File: config.mk
export PLATFORM = sky130hd
export DESIGN_NAME = vga_sync
export DESIGN_NICKNAME = d
export VERILOG_FILES = /design/src/rtl/vga_sync.sv
export SDC_FILE = /design/constraint.sdc
export NUM_CORES = 1
export LEC_CHECK = 0
export CAP_MARGIN = 0
export CORE_MARGIN = 2
export CORE_UTILIZATION = 50
export CTS_BUF_LIST = sky130_fd_sc_hd__clkbuf_4
export DETAILED_ROUTE_END_ITERATION = 10
export GPL_ROUTABILITY_DRIVEN = 0
export PLACE_DENSITY = 0.77
export SLEW_MARGIN = 20
export SYNTH_ARGS = -nofsm -noshare
export SYNTH_HDL_FRONTEND = slang
export SYNTH_SLANG_ARGS = --single-unit
File: constraint.sdc
create_clock -name clk -period 3.7 [get_ports clk]
set_input_delay 0.74 -clock clk [delete_from_list [all_inputs] [get_ports clk]]
set_output_delay 0.74 -clock clk [all_outputs]
set_load 0.05 [all_outputs]
File: src/rtl/vga_sync.sv
// vga_sync: VGA timing generator. A clock divider produces a one-clk pixel
// enable (p_tick); the horizontal and vertical counters advance on it, and the
// sync outputs are registered from the counters' next values.
//
// Ports:
//   clk        in   system clock, all logic on rising edge
//   rstn       in   asynchronous reset, ACTIVE-HIGH despite the name (1 = reset)
//   hsync      out  horizontal sync, active-low, registered
//   vsync      out  vertical sync, active-low, registered
//   video_on   out  high while (pixel_x, pixel_y) lies in the visible area
//   p_tick     out  one-clk pixel enable, high one clk in every CLK_DIV
//   pixel_x    out  raw horizontal counter, 0..H_TOTAL-1
//   pixel_y    out  raw vertical counter, 0..V_TOTAL-1
//   frame_tick out  one-clk pulse on the p_tick that wraps (H_TOTAL-1, V_TOTAL-1)
//                   to (0,0); only generated with VGA_SYNC_FRAME_TICK_EN defined,
//                   otherwise tied to 0.
//
// Optional feature macro: VGA_SYNC_FRAME_TICK_EN
// CLK_DIV legal range is 2..16 (div_cnt is 4 bits, and p_tick must be low
// while the divider sits at 0 during reset).

module vga_sync #(
  parameter int H_DISPLAY = 640,
  parameter int H_FRONT   = 16,
  parameter int H_SYNC    = 96,
  parameter int H_BACK    = 48,
  parameter int V_DISPLAY = 480,
  parameter int V_FRONT   = 10,
  parameter int V_SYNC    = 2,
  parameter int V_BACK    = 33,
  parameter int CLK_DIV   = 4
) (
  input  logic       clk,
  input  logic       rstn,
  output logic       hsync,
  output logic       vsync,
  output logic       video_on,
  output logic       p_tick,
  output logic [9:0] pixel_x,
  output logic [9:0] pixel_y,
  output logic       frame_tick
);

  localparam int H_TOTAL = H_DISPLAY + H_FRONT + H_SYNC + H_BACK;
  localparam int V_TOTAL = V_DISPLAY + V_FRONT + V_SYNC + V_BACK;

  localparam logic [9:0] H_MAX      = 10'(H_TOTAL - 1);
  localparam logic [9:0] V_MAX      = 10'(V_TOTAL - 1);
  localparam logic [9:0] H_VIS      = 10'(H_DISPLAY);
  localparam logic [9:0] V_VIS      = 10'(V_DISPLAY);
  localparam logic [9:0] HS_START   = 10'(H_DISPLAY + H_FRONT);
  localparam logic [9:0] HS_END     = 10'(H_DISPLAY + H_FRONT + H_SYNC - 1);
  localparam logic [9:0] VS_START   = 10'(V_DISPLAY + V_FRONT);
  localparam logic [9:0] VS_END     = 10'(V_DISPLAY + V_FRONT + V_SYNC - 1);
  localparam logic [3:0] DIV_MAX    = 4'(CLK_DIV - 1);

  logic [3:0] div_cnt_q, div_cnt_d;
  logic [9:0] pixel_x_q, pixel_x_d;
  logic [9:0] pixel_y_q, pixel_y_d;
  logic       hsync_q,   hsync_d;
  logic       vsync_q,   vsync_d;

  logic       tick;
  logic       x_wrap;
  logic       y_wrap;

  // Pixel enable is decoded from the registered divider, so it is glitch-free
  // and low during reset (div_cnt = 0 and CLK_DIV >= 2). The divider starts at
  // 0 on release, so the first tick lands on the CLK_DIV-th edge.
  assign tick   = (div_cnt_q == DIV_MAX);
  assign x_wrap = (pixel_x_q == H_MAX);
  assign y_wrap = (pixel_y_q == V_MAX);

  always_comb begin
    div_cnt_d = tick ? 4'd0 : div_cnt_q + 4'd1;
    pixel_x_d = pixel_x_q;
    pixel_y_d = pixel_y_q;

    if (tick) begin
      pixel_x_d = x_wrap ? 10'd0 : pixel_x_q + 10'd1;
      if (x_wrap) begin
        pixel_y_d = y_wrap ? 10'd0 : pixel_y_q + 10'd1;
      end
    end

    // Syncs decode the next count so the registered sync flips on the same
    // edge as the counters: zero pixel skew, no combinational glitches.
    hsync_d = ~((pixel_x_d >= HS_START) && (pixel_x_d <= HS_END));
    vsync_d = ~((pixel_y_d >= VS_START) && (pixel_y_d <= VS_END));
  end

  always_ff @(posedge clk or posedge rstn) begin
    if (rstn) begin
      div_cnt_q <= 4'd0;
      pixel_x_q <= 10'd0;
      pixel_y_q <= 10'd0;
      hsync_q   <= 1'b1;
      vsync_q   <= 1'b1;
    end else begin
      div_cnt_q <= div_cnt_d;
      pixel_x_q <= pixel_x_d;
      pixel_y_q <= pixel_y_d;
      hsync_q   <= hsync_d;
      vsync_q   <= vsync_d;
    end
  end

  assign p_tick   = tick;
  assign pixel_x  = pixel_x_q;
  assign pixel_y  = pixel_y_q;
  assign hsync    = hsync_q;
  assign vsync    = vsync_q;
  // Counters are stable for the whole pixel period, so this is too.
  assign video_on = (pixel_x_q < H_VIS) && (pixel_y_q < V_VIS);

`ifdef VGA_SYNC_FRAME_TICK_EN
  // High in the single clk whose edge wraps the raster back to (0,0).
  assign frame_tick = tick && x_wrap && y_wrap;
`else
  assign frame_tick = 1'b0;
`endif

endmodule

-- Yosys cells after proc, flatten, opt, wreduce, memory -nomap -nowiden
Index checks and enable logic that the tools add are counted.
- flip-flop bits (word level): 26
- input port bits: 2
- output and inout port bits: 25
- logic and storage cells: 28
- add/sub/neg operators: 3
- magnitude comparators: 6
- equal/unequal tests: 3
- muxes and demuxes: 6
- bitwise logic cells: 2
- reduce and logical (&&, ||, !) cells: 3
- operators with widths (cell ; number):
    10-bit two-way mux ; 5
    10-bit by 1-bit adder with 10-bit output, second input constant ; 2
    10-bit equality test, second input constant ; 2
    10-bit greater-or-equal comparator, second input constant ; 1
    10-bit by 9-bit greater-or-equal comparator with 1-bit output, second input constant ; 1
    10-bit <= comparator, second input constant ; 1
    10-bit by 9-bit <= comparator with 1-bit output, second input constant ; 1
    10-bit less-than comparator, second input constant ; 1
    10-bit by 9-bit less-than comparator with 1-bit output, second input constant ; 1
    4-bit by 1-bit adder with 4-bit output, second input constant ; 1
    4-bit by 2-bit equality test with 1-bit output, second input constant ; 1
    4-bit two-way mux ; 1
    1-bit logical AND ; 3
    1-bit inverter ; 2

-- Longest topological paths before layout
- word-level depth: 7
- mapped depth: 9
- depth with buffers taken out: 7

-- Least setup slack after synthesis
No wires, ideal clock.
- path kind: reg-to-output
- from: reg pixel_x_q[8] (netlist: pixel_x[8])
- to: out video_on
- arrival time: 1.558 ns
- required time: 2.960 ns
- setup slack: 1.402 ns
- cell stages (with the launch flop): 4
- path buffers: 0
- cell sequence: dfrtp_1 > o21ai_0 > o21ai_0 > nor2_1
- cells in the longest elaborated chain, start to end: 2
- ends and longest elaborated chain (element ; line ; text):
    from (decl) ; 58 ; logic [9:0] pixel_x_q, pixel_x_d;
    from (signal assigned) ; 101 ; pixel_x_q <= pixel_x_d;
    10-bit less-than comparator ; 114 ; assign video_on = (pixel_x_q < H_VIS) && (pixel_y_q < V_VIS);
    1-bit logical AND ; 114 ;
    to (decl) ; 37 ; output logic video_on,
No other way between the ends.

-- Final worst setup path
- from: reg div_cnt_q[0]
- to: out p_tick
- cells in the longest elaborated chain, start to end: 1
- ends and longest elaborated chain (element ; line ; text):
    from (decl) ; 57 ; logic [3:0] div_cnt_q, div_cnt_d;
    from (signal assigned) ; 100 ; div_cnt_q <= div_cnt_d;
    4-bit by 2-bit equality test with 1-bit output ; 70 ; assign tick = (div_cnt_q == DIV_MAX);
    to (decl) ; 38 ; output logic p_tick,
No other way between the ends.

==> flow_summary.toml <==
[yosys]
synthDominantAreaCellType = "sky130_fd_sc_hd__dfrtp_1"
syn-instance-count = 147
yosys.area.top_type_share_pct = 41.5
synth.yosys.seq_area_share_pct = 45.2
syn_area_um2 = 1450
synth_top_flop_cell = "sky130_fd_sc_hd__dfrtp_1"
postSynth.asyncResetShare_pct = 100
synth_fp_nets = 153
synth_enable_flop_cells = 0
yosys_register_bits = 26
syn_avg_cell_area_um2 = 9.84
post_synth_main_area_contributors = "sky130_fd_sc_hd__dfrtp_1 42%, sky130_fd_sc_hd__xnor2_1 4.8%, sky130_fd_sc_hd__nand3_1 3.8%, sky130_fd_sc_hd__dfstp_2 3.6%, sky130_fd_sc_hd__ha_1 3.5%"
synth_warnings = 0
number_of_library_cell_types_mapped_by_synthesis = 43

[finish]
layout.core_utilization_pct = 63.0
antenna_cells = 0
final_nets = 179
area_growth_pct = 20.2
design_area_um2 = 1740
layout-drive-gt1-share_pct = 6.40

[global_route]
antenna_violations_before_repair = 0
grt_use_met2_pct = 36.2
gr-total-overflow = 0
grt_pass1_wl_mm = 5.62
grt_util_met3_pct = 2.46
grtUsageTotal_pct = 21.7
grt_start_max_net_pins = 27
globalRoute.busiestLayer = "met2"
met1_usage_pct = 28.5
grt_pass1_vias = 1209

[placement]
buffer_ports.inserted = 25
place.detailed.hpwl_mm = 2.35
postPlaceCellArea_um2 = 1710

[detailed_routing]
antenna_violating_nets_post_route = 0
drt-vias-per-instance = 5.94
finalWirelength_mm = 3.34
num_vias = 1206
drt_iter0_drc = 40
drt_first_pass_iters = 4
drc_errors = 0
wl_per_cell_um = 16.4

[run_status]
run_status = "completed"

[clock_tree]
cts_buffers = 3
worstSkewPairLatency_ns = 0.33
clk_path_buf_depth = 2
clock_sink_count = 26
cts.root.buffer_cell = "sky130_fd_sc_hd__clkbuf_4"
clock_slew_at_the_register_clock_pins_of_the_worst_setup_and_hold_paths_ns = 0.13
post_cts_hold_buffer_count = 0
cts_post_setup_buffers_inserted = 0
tritoncts = "built"
cts_repair_resized_insts = 0
htreeDepth = 1

[worst_hold_path]
min_path_cells = 1
hold_path_class = "reg -> reg"

[worst_setup_path]
crit_path_max_fanout = 10
arrival_ns = 2.44
required_ns = 2.96
timing.critical_path.from_type = "flip-flop"
timing.setup.critical_path_class = "reg -> out"
rr_worst_depth = 7
critPathCaptureType = "output pin"

[sta]
tightestPinTransition_ns = 0.916
aggregate_negative_setup_slack_ns = 0
timing_hold_violations_final = 0
relSlewSlack_pct = 38.6
fin_worst_skew_ns = 0.00802
report.final.setup_viol = 0
final_worst_path_period_share_pct = 85.9
fin_crit_ns = 3.18
peak_clock_frequency_supported_by_timing_mhz = 315
setup_repair_after_global_routing_missed_its_margin = "false"
max_transition_viols_final = 0

[floorplan]
pin_count = 27
floorplan.die.height_um = 57.8
core_um2 = 2760
die-area_um2 = 3340
start_util_pct = 52.5
placement_rows = 19
die_w_um = 57.8

[pwr]
cellPowerDensity_nw_per_um2 = 245
p_leak_uw = 0.000697
ir_worst_vdd_uv = 191

[run]
max_cap_viol_count = 0
cell usage after synthesis (3+ instances only):
cell / n
sky130_fd_sc_hd__dfrtp_1: 24
sky130_fd_sc_hd__ha_1: 4
sky130_fd_sc_hd__nand4_1: 6
sky130_fd_sc_hd__nand2_1: 12
sky130_fd_sc_hd__a21oi_1: 3
sky130_fd_sc_hd__o21ai_0: 7
sky130_fd_sc_hd__nor4_1: 3
sky130_fd_sc_hd__nand2b_1: 3
sky130_fd_sc_hd__nor3_1: 4
sky130_fd_sc_hd__or4_1: 3
sky130_fd_sc_hd__xnor2_1: 8
sky130_fd_sc_hd__xor2_1: 5
sky130_fd_sc_hd__nand3_1: 11
sky130_fd_sc_hd__inv_1: 9
sky130_fd_sc_hd__nor2_1: 9
placed cells by master, fill, tap and decap left out, types with 2 or more instances in the layout:
| master | Yosys | layout |
|---|---|---|
| sky130_fd_sc_hd__xor2_1 | 5 | 5 |
| sky130_fd_sc_hd__o211ai_1 | 2 | 2 |
| sky130_fd_sc_hd__o21ai_0 | 7 | 7 |
| sky130_fd_sc_hd__or3_1 | 2 | 2 |
| sky130_fd_sc_hd__or4_1 | 3 | 3 |
| sky130_fd_sc_hd__nand3_1 | 11 | 11 |
| sky130_fd_sc_hd__inv_1 | 9 | 8 |
| sky130_fd_sc_hd__dfrtp_1 | 24 | 24 |
| sky130_fd_sc_hd__dfstp_2 | 2 | 2 |
| sky130_fd_sc_hd__mux2i_1 | 2 | 2 |
| sky130_fd_sc_hd__nand2b_1 | 3 | 3 |
| sky130_fd_sc_hd__nand4b_1 | 2 | 2 |
| sky130_fd_sc_hd__nor2_1 | 9 | 9 |
| sky130_fd_sc_hd__a21oi_1 | 3 | 3 |
| sky130_fd_sc_hd__clkbuf_4 | 0 | 4 |
| sky130_fd_sc_hd__nand4_1 | 6 | 6 |
| sky130_fd_sc_hd__clkdlybuf4s50_1 | 0 | 25 |
| sky130_fd_sc_hd__o31ai_1 | 2 | 2 |
| sky130_fd_sc_hd__a31oi_1 | 2 | 2 |
| sky130_fd_sc_hd__nor3_1 | 4 | 4 |
| sky130_fd_sc_hd__nand2_1 | 12 | 12 |
| sky130_fd_sc_hd__nor4_1 | 3 | 3 |
| sky130_fd_sc_hd__and3_1 | 2 | 2 |
| sky130_fd_sc_hd__xnor2_1 | 8 | 8 |
| sky130_fd_sc_hd__ha_1 | 4 | 4 |
area by class of cell:
cell class / instances / area [µm²]
fill: 232 / 1020
multi-input combinational: 107 / 723
tap: 31 / 38.8
clock buffer: 4 / 30.0
inverter: 10 / 42.5
sequential: 26 / 653
timing repair buffer: 25 / 250
routing by layer:
| layer | vias to the layer above | routed length (µm) |
|---|---|---|
| met5 | - | 0 |
| met1 | 576 | 1520 |
| met3 | 4 | 142 |
| met4 | 0 | 36 |
| met2 | 37 | 1640 |
| li1 | 589 | - |
state kept, by name, summed over array words and instances, names as in the netlist:
| name | flops |
|---|---|
| div_cnt_q | 4 |
| hsync | 1 |
| pixel_x | 10 |
| pixel_y | 10 |
| vsync | 1 |
worst max-delay path: stages, from the launching register on:
cell	delay, ns
sky130_fd_sc_hd__dfrtp_1	0.40
sky130_fd_sc_hd__ha_1	0.18
sky130_fd_sc_hd__or3b_1	0.58
sky130_fd_sc_hd__clkinv_4	0.15
sky130_fd_sc_hd__clkdlybuf4s50_1	0.81
logic make-up (layout without fill, tap and decap cells):
kind of cell | after synthesis | after routing | share of synthesized area (%)
XOR/XNOR | 13 | 13 | 7.87
multiplexers | 3 | 3 | 2.16
flip-flops | 26 | 26 | 45.2
adder cells (fa/ha/maj) | 4 | 4 | 3.46
other | 1 | 1 | 0.259
buffers and inverters | 14 | 39 | 4.84
AND/OR/NAND/NOR | 65 | 65 | 26.8
AO/OA/AOI/OAI | 21 | 21 | 9.43
power breakdown:
part           total, µW  internal, µW  leakage (µW)  switching [µW]
Combinational       8.61          1.00      0.000336            7.61
Clock                133          49.6     0.0000184            83.8
Sequential           284           284      0.000342               0
worst paths after layout:
| kind | startpoint | to | slack (ns) |
|---|---|---|---|
| worst max-delay path | div_cnt_q[0]$_DFF_PP0_ | p_tick | 0.52 |
| worst min-delay path | div_cnt_q[0]$_DFF_PP0_ | div_cnt_q[0]$_DFF_PP0_ | 0.48 |
| worst max register to register | div_cnt_q[0]$_DFF_PP0_ | pixel_y[6]$_DFF_PP0_ | 1.10 |
| worst min register to register | div_cnt_q[0]$_DFF_PP0_ | div_cnt_q[0]$_DFF_PP0_ | 0.48 |
| max in group asynchronous | rstn | pixel_x[6]$_DFF_PP0_ | 2.48 |
| min in group asynchronous | rstn | pixel_x[9]$_DFF_PP0_ | 0.80 |
through the flow:
| step | cells | worst slack, ns | total power, µW | hold slack [ns] |
|---|---|---|---|---|
| global placement | 199 | 0.939 | 298 | 0.442 |
| floorplan | 147 | 1.40 | 297 | 0.433 |
| CTS | 203 | 0.509 | 433 | 0.488 |
| global route | 203 | 0.424 | 444 | 0.507 |
| detailed placement | 199 | 0.891 | 299 | 0.469 |
| finish | 203 | 0.523 | 426 | 0.481 |
No activity file was read; power rests on OpenSTA's default activity.
